### config.mk
export PLATFORM = sky130hd
export DESIGN_NAME = cpu_seq_ctrl_flat
export DESIGN_NICKNAME = d
export VERILOG_FILES = /design/src/rtl/cpu_seq_pkg.sv /design/src/rtl/cpu_seq_if.sv /design/src/rtl/cpu_seq_decode.sv /design/src/rtl/cpu_seq_ctrl.sv /design/src/flat_wrapper.sv
export SDC_FILE = /design/constraint.sdc
export NUM_CORES = 1
export LEC_CHECK = 0
export BUFFER_PORTS_ARGS = -buffer_cell sky130_fd_sc_hd__buf_2
export CAP_MARGIN = 10
export CORE_MARGIN = 1.5
export CORE_UTILIZATION = 35
export DETAILED_ROUTE_END_ITERATION = 8
export SETUP_SLACK_MARGIN = 0.1
export SKIP_CTS_REPAIR_TIMING = 1
export SYNTH_ARGS = -nofsm -noshare
export SYNTH_HDL_FRONTEND = slang
export SYNTH_SLANG_ARGS = --single-unit
### constraint.sdc
create_clock -name CLK -period 4.25 [get_ports CLK]
set_input_delay 0.2125 -clock CLK [delete_from_list [all_inputs] [get_ports CLK]]
set_output_delay 0.2125 -clock CLK [all_outputs]
set_load 0.01 [all_outputs]
### src/rtl/cpu_seq_pkg.sv
`default_nettype none
// ============================================================================
//  Module   : cpu_seq_pkg
//  Brief    : Opcodes, ALU codes, FSM states and the decoded control bundle
//             shared by the sequencing unit.
//  Revision : 1.0 - initial release
// ============================================================================
package cpu_seq_pkg;

  localparam logic [7:0] OP_LOADI = 8'd0;
  localparam logic [7:0] OP_MOV   = 8'd1;
  localparam logic [7:0] OP_ADD   = 8'd2;
  localparam logic [7:0] OP_SUB   = 8'd3;
  localparam logic [7:0] OP_AND   = 8'd4;
  localparam logic [7:0] OP_OR    = 8'd5;
  localparam logic [7:0] OP_J     = 8'd6;
  localparam logic [7:0] OP_BEQ   = 8'd7;
  localparam logic [7:0] OP_LWD   = 8'd8;
  localparam logic [7:0] OP_LWI   = 8'd9;
  localparam logic [7:0] OP_SWD   = 8'd10;
  localparam logic [7:0] OP_SWI   = 8'd11;
  localparam logic [7:0] OP_MULT  = 8'd12;
  localparam logic [7:0] OP_BNE   = 8'd13;
  localparam logic [7:0] OP_SLL   = 8'd14;
  localparam logic [7:0] OP_SRL   = 8'd15;
  localparam logic [7:0] OP_ROR   = 8'd16;
  localparam logic [7:0] OP_SRA   = 8'd17;

  localparam logic [2:0] ALU_FWD   = 3'd0;
  localparam logic [2:0] ALU_ADD   = 3'd1;
  localparam logic [2:0] ALU_AND   = 3'd2;
  localparam logic [2:0] ALU_OR    = 3'd3;
  localparam logic [2:0] ALU_MULT  = 3'd4;
  localparam logic [2:0] ALU_SHIFT = 3'd5;
  localparam logic [2:0] ALU_SRA   = 3'd6;
  localparam logic [2:0] ALU_ROR   = 3'd7;

  typedef enum logic [1:0] {
    ST_FETCH = 2'd0,
    ST_EXEC  = 2'd1,
    ST_MEM   = 2'd2
  } state_e;

  typedef struct packed {
    logic [2:0] aluop;
    logic       sel_imm;
    logic       sel_neg;
    logic       shift_dir;
    logic       sel_dmem_alu;
    logic       we;
    logic       is_load;
    logic       is_store;
    logic       is_jump;
    logic       is_beq;
    logic       is_bne;
    logic       illegal;
  } ctrl_t;

  // Bundle for an instruction that does nothing; the ALU result path is the default writeback source.
  function automatic ctrl_t ctrl_nop();
    ctrl_t c;
    c              = '0;
    c.aluop        = ALU_FWD;
    c.sel_dmem_alu = 1'b1;
    return c;
  endfunction

endpackage
`default_nettype wire

### src/rtl/cpu_seq_if.sv
`default_nettype none
// ============================================================================
//  Module   : cpu_seq_if
//  Brief    : Cache handshakes and datapath controls between the sequencer
//             (master) and the caches/ALU/register file (slave).
//  Revision : 1.0 - initial release
// ============================================================================
interface cpu_seq_if #(
  parameter int PC_W       = 32,
  parameter int REG_ADDR_W = 3
);
  logic                  IMEM_READ;
  logic [PC_W-1:0]       IMEM_ADDR;
  logic [31:0]           IMEM_RDATA;
  logic                  IMEM_BUSYWAIT;
  logic                  DMEM_READ;
  logic                  DMEM_WRITE;
  logic                  DMEM_BUSYWAIT;
  logic                  ZERO;
  logic [2:0]            ALUOP;
  logic                  SEL_IMM;
  logic                  SEL_NEG;
  logic                  SHIFT_DIR;
  logic                  SEL_DMEM_ALU;
  logic                  REG_WE;
  logic [REG_ADDR_W-1:0] RD_ADDR;
  logic [REG_ADDR_W-1:0] RT_ADDR;
  logic [REG_ADDR_W-1:0] RS_ADDR;
  logic [7:0]            IMM;
  logic [PC_W-1:0]       PC;
  logic                  ILLEGAL;

  modport master (
    output IMEM_READ, IMEM_ADDR, DMEM_READ, DMEM_WRITE,
    output ALUOP, SEL_IMM, SEL_NEG, SHIFT_DIR, SEL_DMEM_ALU,
    output REG_WE, RD_ADDR, RT_ADDR, RS_ADDR, IMM, PC, ILLEGAL,
    input  IMEM_RDATA, IMEM_BUSYWAIT, DMEM_BUSYWAIT, ZERO
  );

  modport slave (
    input  IMEM_READ, IMEM_ADDR, DMEM_READ, DMEM_WRITE,
    input  ALUOP, SEL_IMM, SEL_NEG, SHIFT_DIR, SEL_DMEM_ALU,
    input  REG_WE, RD_ADDR, RT_ADDR, RS_ADDR, IMM, PC, ILLEGAL,
    output IMEM_RDATA, IMEM_BUSYWAIT, DMEM_BUSYWAIT, ZERO
  );
endinterface
`default_nettype wire

### src/rtl/cpu_seq_decode.sv
`default_nettype none
// ============================================================================
//  Module   : cpu_seq_decode
//  Brief    : Combinational opcode to control-bundle decoder. Opcodes 12-17
//             decode only when CPU_SEQ_EXT_OPS_EN is defined.
//  Revision : 1.0 - initial release
// ============================================================================
module cpu_seq_decode
  import cpu_seq_pkg::*;
(
  input  logic [7:0] opcode,
  output ctrl_t      ctrl
);

  always_comb begin
    ctrl = ctrl_nop();
    case (opcode)
      OP_LOADI: begin ctrl.sel_imm = 1'b1; ctrl.we = 1'b1; end
      OP_MOV:   begin ctrl.we = 1'b1; end
      OP_ADD:   begin ctrl.aluop = ALU_ADD; ctrl.we = 1'b1; end
      OP_SUB:   begin ctrl.aluop = ALU_ADD; ctrl.sel_neg = 1'b1; ctrl.we = 1'b1; end
      OP_AND:   begin ctrl.aluop = ALU_AND; ctrl.we = 1'b1; end
      OP_OR:    begin ctrl.aluop = ALU_OR;  ctrl.we = 1'b1; end
      OP_J:     begin ctrl.is_jump = 1'b1; end
      // Compare is a subtract; the ALU zero flag decides the branch.
      OP_BEQ:   begin ctrl.aluop = ALU_ADD; ctrl.sel_neg = 1'b1; ctrl.is_beq = 1'b1; end
      OP_LWD:   begin ctrl.is_load = 1'b1; ctrl.sel_dmem_alu = 1'b0; end
      OP_LWI:   begin ctrl.is_load = 1'b1; ctrl.sel_imm = 1'b1; ctrl.sel_dmem_alu = 1'b0; end
      OP_SWD:   begin ctrl.is_store = 1'b1; end
      OP_SWI:   begin ctrl.is_store = 1'b1; ctrl.sel_imm = 1'b1; end
`ifdef CPU_SEQ_EXT_OPS_EN
      OP_MULT:  begin ctrl.aluop = ALU_MULT; ctrl.we = 1'b1; end
      OP_BNE:   begin ctrl.aluop = ALU_ADD; ctrl.sel_neg = 1'b1; ctrl.is_bne = 1'b1; end
      OP_SLL:   begin ctrl.aluop = ALU_SHIFT; ctrl.sel_imm = 1'b1; ctrl.we = 1'b1; end
      OP_SRL:   begin ctrl.aluop = ALU_SHIFT; ctrl.sel_imm = 1'b1; ctrl.shift_dir = 1'b1; ctrl.we = 1'b1; end
      OP_ROR:   begin ctrl.aluop = ALU_ROR; ctrl.sel_imm = 1'b1; ctrl.we = 1'b1; end
      OP_SRA:   begin ctrl.aluop = ALU_SRA; ctrl.sel_imm = 1'b1; ctrl.we = 1'b1; end
`endif
      default:  begin ctrl.illegal = 1'b1; end
    endcase
  end

endmodule
`default_nettype wire

### src/rtl/cpu_seq_ctrl.sv
`default_nettype none
// ============================================================================
//  Module   : cpu_seq_ctrl
//  Brief    : FETCH/EXEC/MEM sequencer: holds PC, IR, the sticky illegal flag
//             and drives cache requests and datapath controls.
//             Optional macro: CPU_SEQ_EXT_OPS_EN (enables opcodes 12-17).
//  Revision : 1.0 - initial release
// ============================================================================
module cpu_seq_ctrl
  import cpu_seq_pkg::*;
#(
  parameter int PC_W       = 32,
  parameter int REG_ADDR_W = 3,
  parameter int OFFSET_W   = 8
) (
  input  logic      CLK,
  input  logic      RESET,
  cpu_seq_if.master bus
);

  state_e          state_q, state_d;
  logic [PC_W-1:0] pc_q, pc_d;
  logic [31:0]     ir_q, ir_d;
  logic            first_q, first_d;
  logic            illegal_q, illegal_d;

  ctrl_t           ctrl;
  logic [PC_W-1:0] pc_plus4;
  logic [PC_W-1:0] branch_off;
  logic [PC_W-1:0] next_pc;
  logic            taken;

  logic            imem_read;
  logic            dmem_read;
  logic            dmem_write;
  logic            reg_we;

  cpu_seq_decode u_decode (
    .opcode (ir_q[31:24]),
    .ctrl   (ctrl)
  );

  always_comb begin
    pc_plus4   = pc_q + PC_W'(4);
    branch_off = {{(PC_W-OFFSET_W){ir_q[16+OFFSET_W-1]}}, ir_q[16 +: OFFSET_W]} << 2;
    taken      = ctrl.is_jump | (ctrl.is_beq & bus.ZERO) | (ctrl.is_bne & ~bus.ZERO);
    next_pc    = taken ? (pc_plus4 + branch_off) : pc_plus4;
  end

  always_comb begin
    state_d    = state_q;
    pc_d       = pc_q;
    ir_d       = ir_q;
    first_d    = first_q;
    illegal_d  = illegal_q;
    imem_read  = 1'b0;
    dmem_read  = 1'b0;
    dmem_write = 1'b0;
    reg_we     = 1'b0;

    case (state_q)
      ST_FETCH: begin
        imem_read = 1'b1;
        if (!bus.IMEM_BUSYWAIT) begin
          ir_d    = bus.IMEM_RDATA;
          state_d = ST_EXEC;
        end
      end
      ST_EXEC: begin
        if (ctrl.is_load || ctrl.is_store) begin
          first_d = 1'b1;
          state_d = ST_MEM;
        end else begin
          reg_we    = ctrl.we;
          pc_d      = next_pc;
          illegal_d = illegal_q | ctrl.illegal;
          state_d   = ST_FETCH;
        end
      end
      ST_MEM: begin
        dmem_read  = ctrl.is_load;
        dmem_write = ctrl.is_store;
        first_d    = 1'b0;
        // The cache sees the request one cycle late, so its busywait is meaningless in the first MEM cycle.
        if (!first_q && !bus.DMEM_BUSYWAIT) begin
          reg_we  = ctrl.is_load;
          pc_d    = pc_plus4;
          state_d = ST_FETCH;
        end
      end
      default: begin
        state_d = ST_FETCH;
      end
    endcase

    if (RESET) begin
      imem_read  = 1'b0;
      dmem_read  = 1'b0;
      dmem_write = 1'b0;
      reg_we     = 1'b0;
    end
  end

  always_ff @(posedge CLK) begin
    if (RESET) begin
      state_q   <= ST_FETCH;
      pc_q      <= '0;
      ir_q      <= '0;
      first_q   <= 1'b0;
      illegal_q <= 1'b0;
    end else begin
      state_q   <= state_d;
      pc_q      <= pc_d;
      ir_q      <= ir_d;
      first_q   <= first_d;
      illegal_q <= illegal_d;
    end
  end

  assign bus.IMEM_READ    = imem_read;
  assign bus.IMEM_ADDR    = pc_q;
  assign bus.DMEM_READ    = dmem_read;
  assign bus.DMEM_WRITE   = dmem_write;
  assign bus.REG_WE       = reg_we;
  assign bus.ALUOP        = ctrl.aluop;
  assign bus.SEL_IMM      = ctrl.sel_imm;
  assign bus.SEL_NEG      = ctrl.sel_neg;
  assign bus.SHIFT_DIR    = ctrl.shift_dir;
  assign bus.SEL_DMEM_ALU = ctrl.sel_dmem_alu;
  assign bus.RD_ADDR      = ir_q[16 +: REG_ADDR_W];
  assign bus.RT_ADDR      = ir_q[8 +: REG_ADDR_W];
  assign bus.RS_ADDR      = ir_q[0 +: REG_ADDR_W];
  assign bus.IMM          = ir_q[7:0];
  assign bus.PC           = pc_q;
  assign bus.ILLEGAL      = illegal_q;

  // Register-field bits above REG_ADDR_W are reserved encoding space.
  logic unused_ir;
  assign unused_ir = ^ir_q;

endmodule
`default_nettype wire
### src/flat_wrapper.sv
// flat-port wrapper written by rule: the top's interface ports become plain ports
module cpu_seq_ctrl_flat import cpu_seq_pkg::*;
#(
  parameter int PC_W       = 32,
  parameter int REG_ADDR_W = 3,
  parameter int OFFSET_W   = 8
)
  (CLK, RESET, bus_IMEM_READ, bus_IMEM_ADDR, bus_DMEM_READ, bus_DMEM_WRITE, bus_ALUOP, bus_SEL_IMM, bus_SEL_NEG, bus_SHIFT_DIR, bus_SEL_DMEM_ALU, bus_REG_WE, bus_RD_ADDR, bus_RT_ADDR, bus_RS_ADDR, bus_IMM, bus_PC, bus_ILLEGAL, bus_IMEM_RDATA, bus_IMEM_BUSYWAIT, bus_DMEM_BUSYWAIT, bus_ZERO);
  cpu_seq_if #(.PC_W(PC_W), .REG_ADDR_W(REG_ADDR_W)) bus_i ();
  input  logic CLK;
  input  logic RESET;
  output wire logic [$bits(bus_i.IMEM_READ)-1:0] bus_IMEM_READ;
  output wire logic [$bits(bus_i.IMEM_ADDR)-1:0] bus_IMEM_ADDR;
  output wire logic [$bits(bus_i.DMEM_READ)-1:0] bus_DMEM_READ;
  output wire logic [$bits(bus_i.DMEM_WRITE)-1:0] bus_DMEM_WRITE;
  output wire logic [$bits(bus_i.ALUOP)-1:0] bus_ALUOP;
  output wire logic [$bits(bus_i.SEL_IMM)-1:0] bus_SEL_IMM;
  output wire logic [$bits(bus_i.SEL_NEG)-1:0] bus_SEL_NEG;
  output wire logic [$bits(bus_i.SHIFT_DIR)-1:0] bus_SHIFT_DIR;
  output wire logic [$bits(bus_i.SEL_DMEM_ALU)-1:0] bus_SEL_DMEM_ALU;
  output wire logic [$bits(bus_i.REG_WE)-1:0] bus_REG_WE;
  output wire logic [$bits(bus_i.RD_ADDR)-1:0] bus_RD_ADDR;
  output wire logic [$bits(bus_i.RT_ADDR)-1:0] bus_RT_ADDR;
  output wire logic [$bits(bus_i.RS_ADDR)-1:0] bus_RS_ADDR;
  output wire logic [$bits(bus_i.IMM)-1:0] bus_IMM;
  output wire logic [$bits(bus_i.PC)-1:0] bus_PC;
  output wire logic [$bits(bus_i.ILLEGAL)-1:0] bus_ILLEGAL;
  input wire logic [$bits(bus_i.IMEM_RDATA)-1:0] bus_IMEM_RDATA;
  input wire logic [$bits(bus_i.IMEM_BUSYWAIT)-1:0] bus_IMEM_BUSYWAIT;
  input wire logic [$bits(bus_i.DMEM_BUSYWAIT)-1:0] bus_DMEM_BUSYWAIT;
  input wire logic [$bits(bus_i.ZERO)-1:0] bus_ZERO;
  assign bus_IMEM_READ = bus_i.IMEM_READ;
  assign bus_IMEM_ADDR = bus_i.IMEM_ADDR;
  assign bus_DMEM_READ = bus_i.DMEM_READ;
  assign bus_DMEM_WRITE = bus_i.DMEM_WRITE;
  assign bus_ALUOP = bus_i.ALUOP;
  assign bus_SEL_IMM = bus_i.SEL_IMM;
  assign bus_SEL_NEG = bus_i.SEL_NEG;
  assign bus_SHIFT_DIR = bus_i.SHIFT_DIR;
  assign bus_SEL_DMEM_ALU = bus_i.SEL_DMEM_ALU;
  assign bus_REG_WE = bus_i.REG_WE;
  assign bus_RD_ADDR = bus_i.RD_ADDR;
  assign bus_RT_ADDR = bus_i.RT_ADDR;
  assign bus_RS_ADDR = bus_i.RS_ADDR;
  assign bus_IMM = bus_i.IMM;
  assign bus_PC = bus_i.PC;
  assign bus_ILLEGAL = bus_i.ILLEGAL;
  assign bus_i.IMEM_RDATA = bus_IMEM_RDATA;
  assign bus_i.IMEM_BUSYWAIT = bus_IMEM_BUSYWAIT;
  assign bus_i.DMEM_BUSYWAIT = bus_DMEM_BUSYWAIT;
  assign bus_i.ZERO = bus_ZERO;
  cpu_seq_ctrl #(.PC_W(PC_W), .REG_ADDR_W(REG_ADDR_W), .OFFSET_W(OFFSET_W)) u_core (.CLK(CLK), .RESET(RESET), .bus(bus_i));
endmodule
==> metrics.txt <==
slowest CP cell dfxtp_1; area leader, netlist dfxtp_1; largest net degree at the start of global routing 50; reg2reg start u_core.bus.IMEM_ADDR[6]; clock buffer depth 2; post-route setup TNS 0 ns; Via Count 5035; Num CTS Buffers 9; Final Max Tran Viols 0; critical path class flop to flop; Netlist Area Pre-Place 5220 sq um; initial core utilization 0.359; Hold Path Class input pin to flop; post-synthesis sequential area ratio 0.234; most instantiated cells after synthesis nand2_1, a21oi_1, dfxtp_1, nor2_1, buf_4; met3 Use GR 0.0484; Die Wd 125 um; RSZ-0062 raised after global routing false; Top FF cell, synth dfxtp_1; met2 Usage GRT 0.258; Routed Antenna Nets 0; Vias/cell 5.15; Root Driver clkbuf_16; port buffer count 118; synthesized instance count 715; initial antenna violation count 0; Nets 867; Diodes inserted 0; die area 15700 sq um; layout cells sized above 1 0.236; P_leak 2.87 nW; dpl hpwl 10100 um; Cell Chain, Critical Path nand3_1 -> nor3_2 -> nand2_1 -> or2_2 -> nor2_1 -> xnor2_1 -> ha_2 -> a21o_1 -> a21oi_1 -> o21bai_2 -> a41oi_1 -> or2_2 -> or3_1 -> o211ai_2 -> mux2i_1 -> mux2_1; CORE AREA 14500 sq um; Synth top area share 0.234; max_cap viols 0; syn_area_per_cell 7.30 sq um; first-pass GRT wire length 22400 um; Die H 125 um; Crit path top cell by count or2_2; run status completed; hold_sp bus_IMEM_RDATA[26]; max frequency 255 MHz; routed length per placed instance 14.2 um; CTS tree yes; number of global-route vias before repair 4496; crit path DAT 4.14 ns; worst vdd ir 0.222 mV; CP Launch Point u_core.bus.IMEM_ADDR[6]; crit share post-route 0.921; Unique masters post-synth 58; clk slew on worst S/H paths 0.06 ns; GRT Overall Usage 0.173; critical path's largest stage delay 0.40 ns; most common cell in the netlist nand2_1; Sink Count 61; WL final 13900 um; Max Clock Skew 0.0120 ns; Slew @ Worst Pin 1.06 ns; Yosys warnings 0; CP Capture Type flop; GRT overflow 0; pwr/cell area 284 nW/um^2; Slew headroom 0.295; Area Overhead vs Synth 16.2%; Routability Congestion 0.857; worst endpoint required time 4.48 ns; flops & latches, synth 61; busiest grt layer met2; Initial DRC Count 328; final setup vio count 0; placement row count 44; crit-path max FO 5; Ports 130; Async SR Flop Fraction 0; number of fill cells 1550; hold_ws 0.105 ns; routing usage on met1 0.246; EDFF count, synth 0; H-Tree Level Count 3; DR pass1 iterations 5; Startpoint Class flop; Fin. Hold Viols 0; clk_lat worst skew 0.34 ns; top post-synthesis cells by area dfxtp_1, ha_1, nand2_1; minimum clock period 3.91 ns; drc violations 0
[final cells by class]
type,count,area (sq um),area share
sequential,61,1220,0.202
clock inverter,7,52.6,0.00866
timing repair buffer,146,801,0.132
tap,184,230,0.0379
clock buffer,9,225,0.0371
multi-input combinational,555,3470,0.573
inverter,16,60.1,0.00990
[worst max-delay path, delay by kind of cell (launching register included)]
kind,cells,cell delay (ns)
AND/OR/NAND/NOR,7,1.71
multiplexers,2,0.54
XOR/XNOR,1,0.20
flip-flops,1,0.40
AO/OA/AOI/OAI,5,0.66
adder cells (fa/ha/maj),1,0.27
[flip-flops by register name (all words and copies together), names as in the netlist]
signal / count
u_core.ir_q: 27
u_core.bus.ILLEGAL: 1
u_core.first_q: 1
u_core.bus.IMEM_ADDR: 30
u_core.state_q: 2
[routing by layer]
layer,wire [um],share of wire
met1,6990,0.50
met2,5790,0.42
met3,930,0.067
met4,138,0.010
met5,0,0
[placed cells by master (no fill, tap or decap), types with 27 or more instances in the layout]
master / instances
nand2_1: 121
buf_2: 118
a21oi_1: 61
ha_1: 38
nor2_1: 58
buf_4: 28
a21o_1: 28
o21ai_0: 27
xnor2_1: 32
dfxtp_1: 58
[logic make-up (layout without fill, tap and decap cells)]
kind of cell / Yosys count / count (layout) / share of synthesized area
DFF: 61 / 61 / 0.234
adders and majority gates: 41 / 41 / 0.0997
muxes: 6 / 6 / 0.0120
buffers and inverters: 104 / 178 / 0.113
AOI/OAI and AO/OA: 175 / 175 / 0.213
other: 1 / 6 / 0.000718
xor gates and xnor gates: 48 / 48 / 0.0805
and+or+nand+nor: 279 / 279 / 0.247
[where the power goes]
part | leakage (nW) | internal, mW | switching, mW
combinational | 2.24 | 0.159 | 0.227
sequential | 0.500 | 0.606 | 0.0353
clock | 0.135 | 0.396 | 0.302
[final timing paths]
path | slack [ns] | end | depth (start not counted)
setup / recovery | 0.34 | u_core.bus.IMEM_ADDR[31] | 16
hold / removal | 0.11 | u_core.ir_q[26] | 3
setup reg to reg | 0.34 | u_core.bus.IMEM_ADDR[31] | 16
hold reg to reg | 0.45 | u_core.ir_q[5] | 2
[per-stage QoR]
step	worst slack (ns)	utilization	std cells	area [sq um]	total power, mW
6_report	0.335	0.418	978	6070	1.73
5_1_grt	0.0649	0.418	978	6070	1.82
4_1_cts	0.0900	0.414	976	6020	1.74
3_5_place_dp	0.120	0.395	960	5740	1.04
3_3_place_gp	0.154	0.395	960	5740	1.03
2_1_floorplan	0.258	-	720	5240	0.944
(Power assumes the default switching activity.)
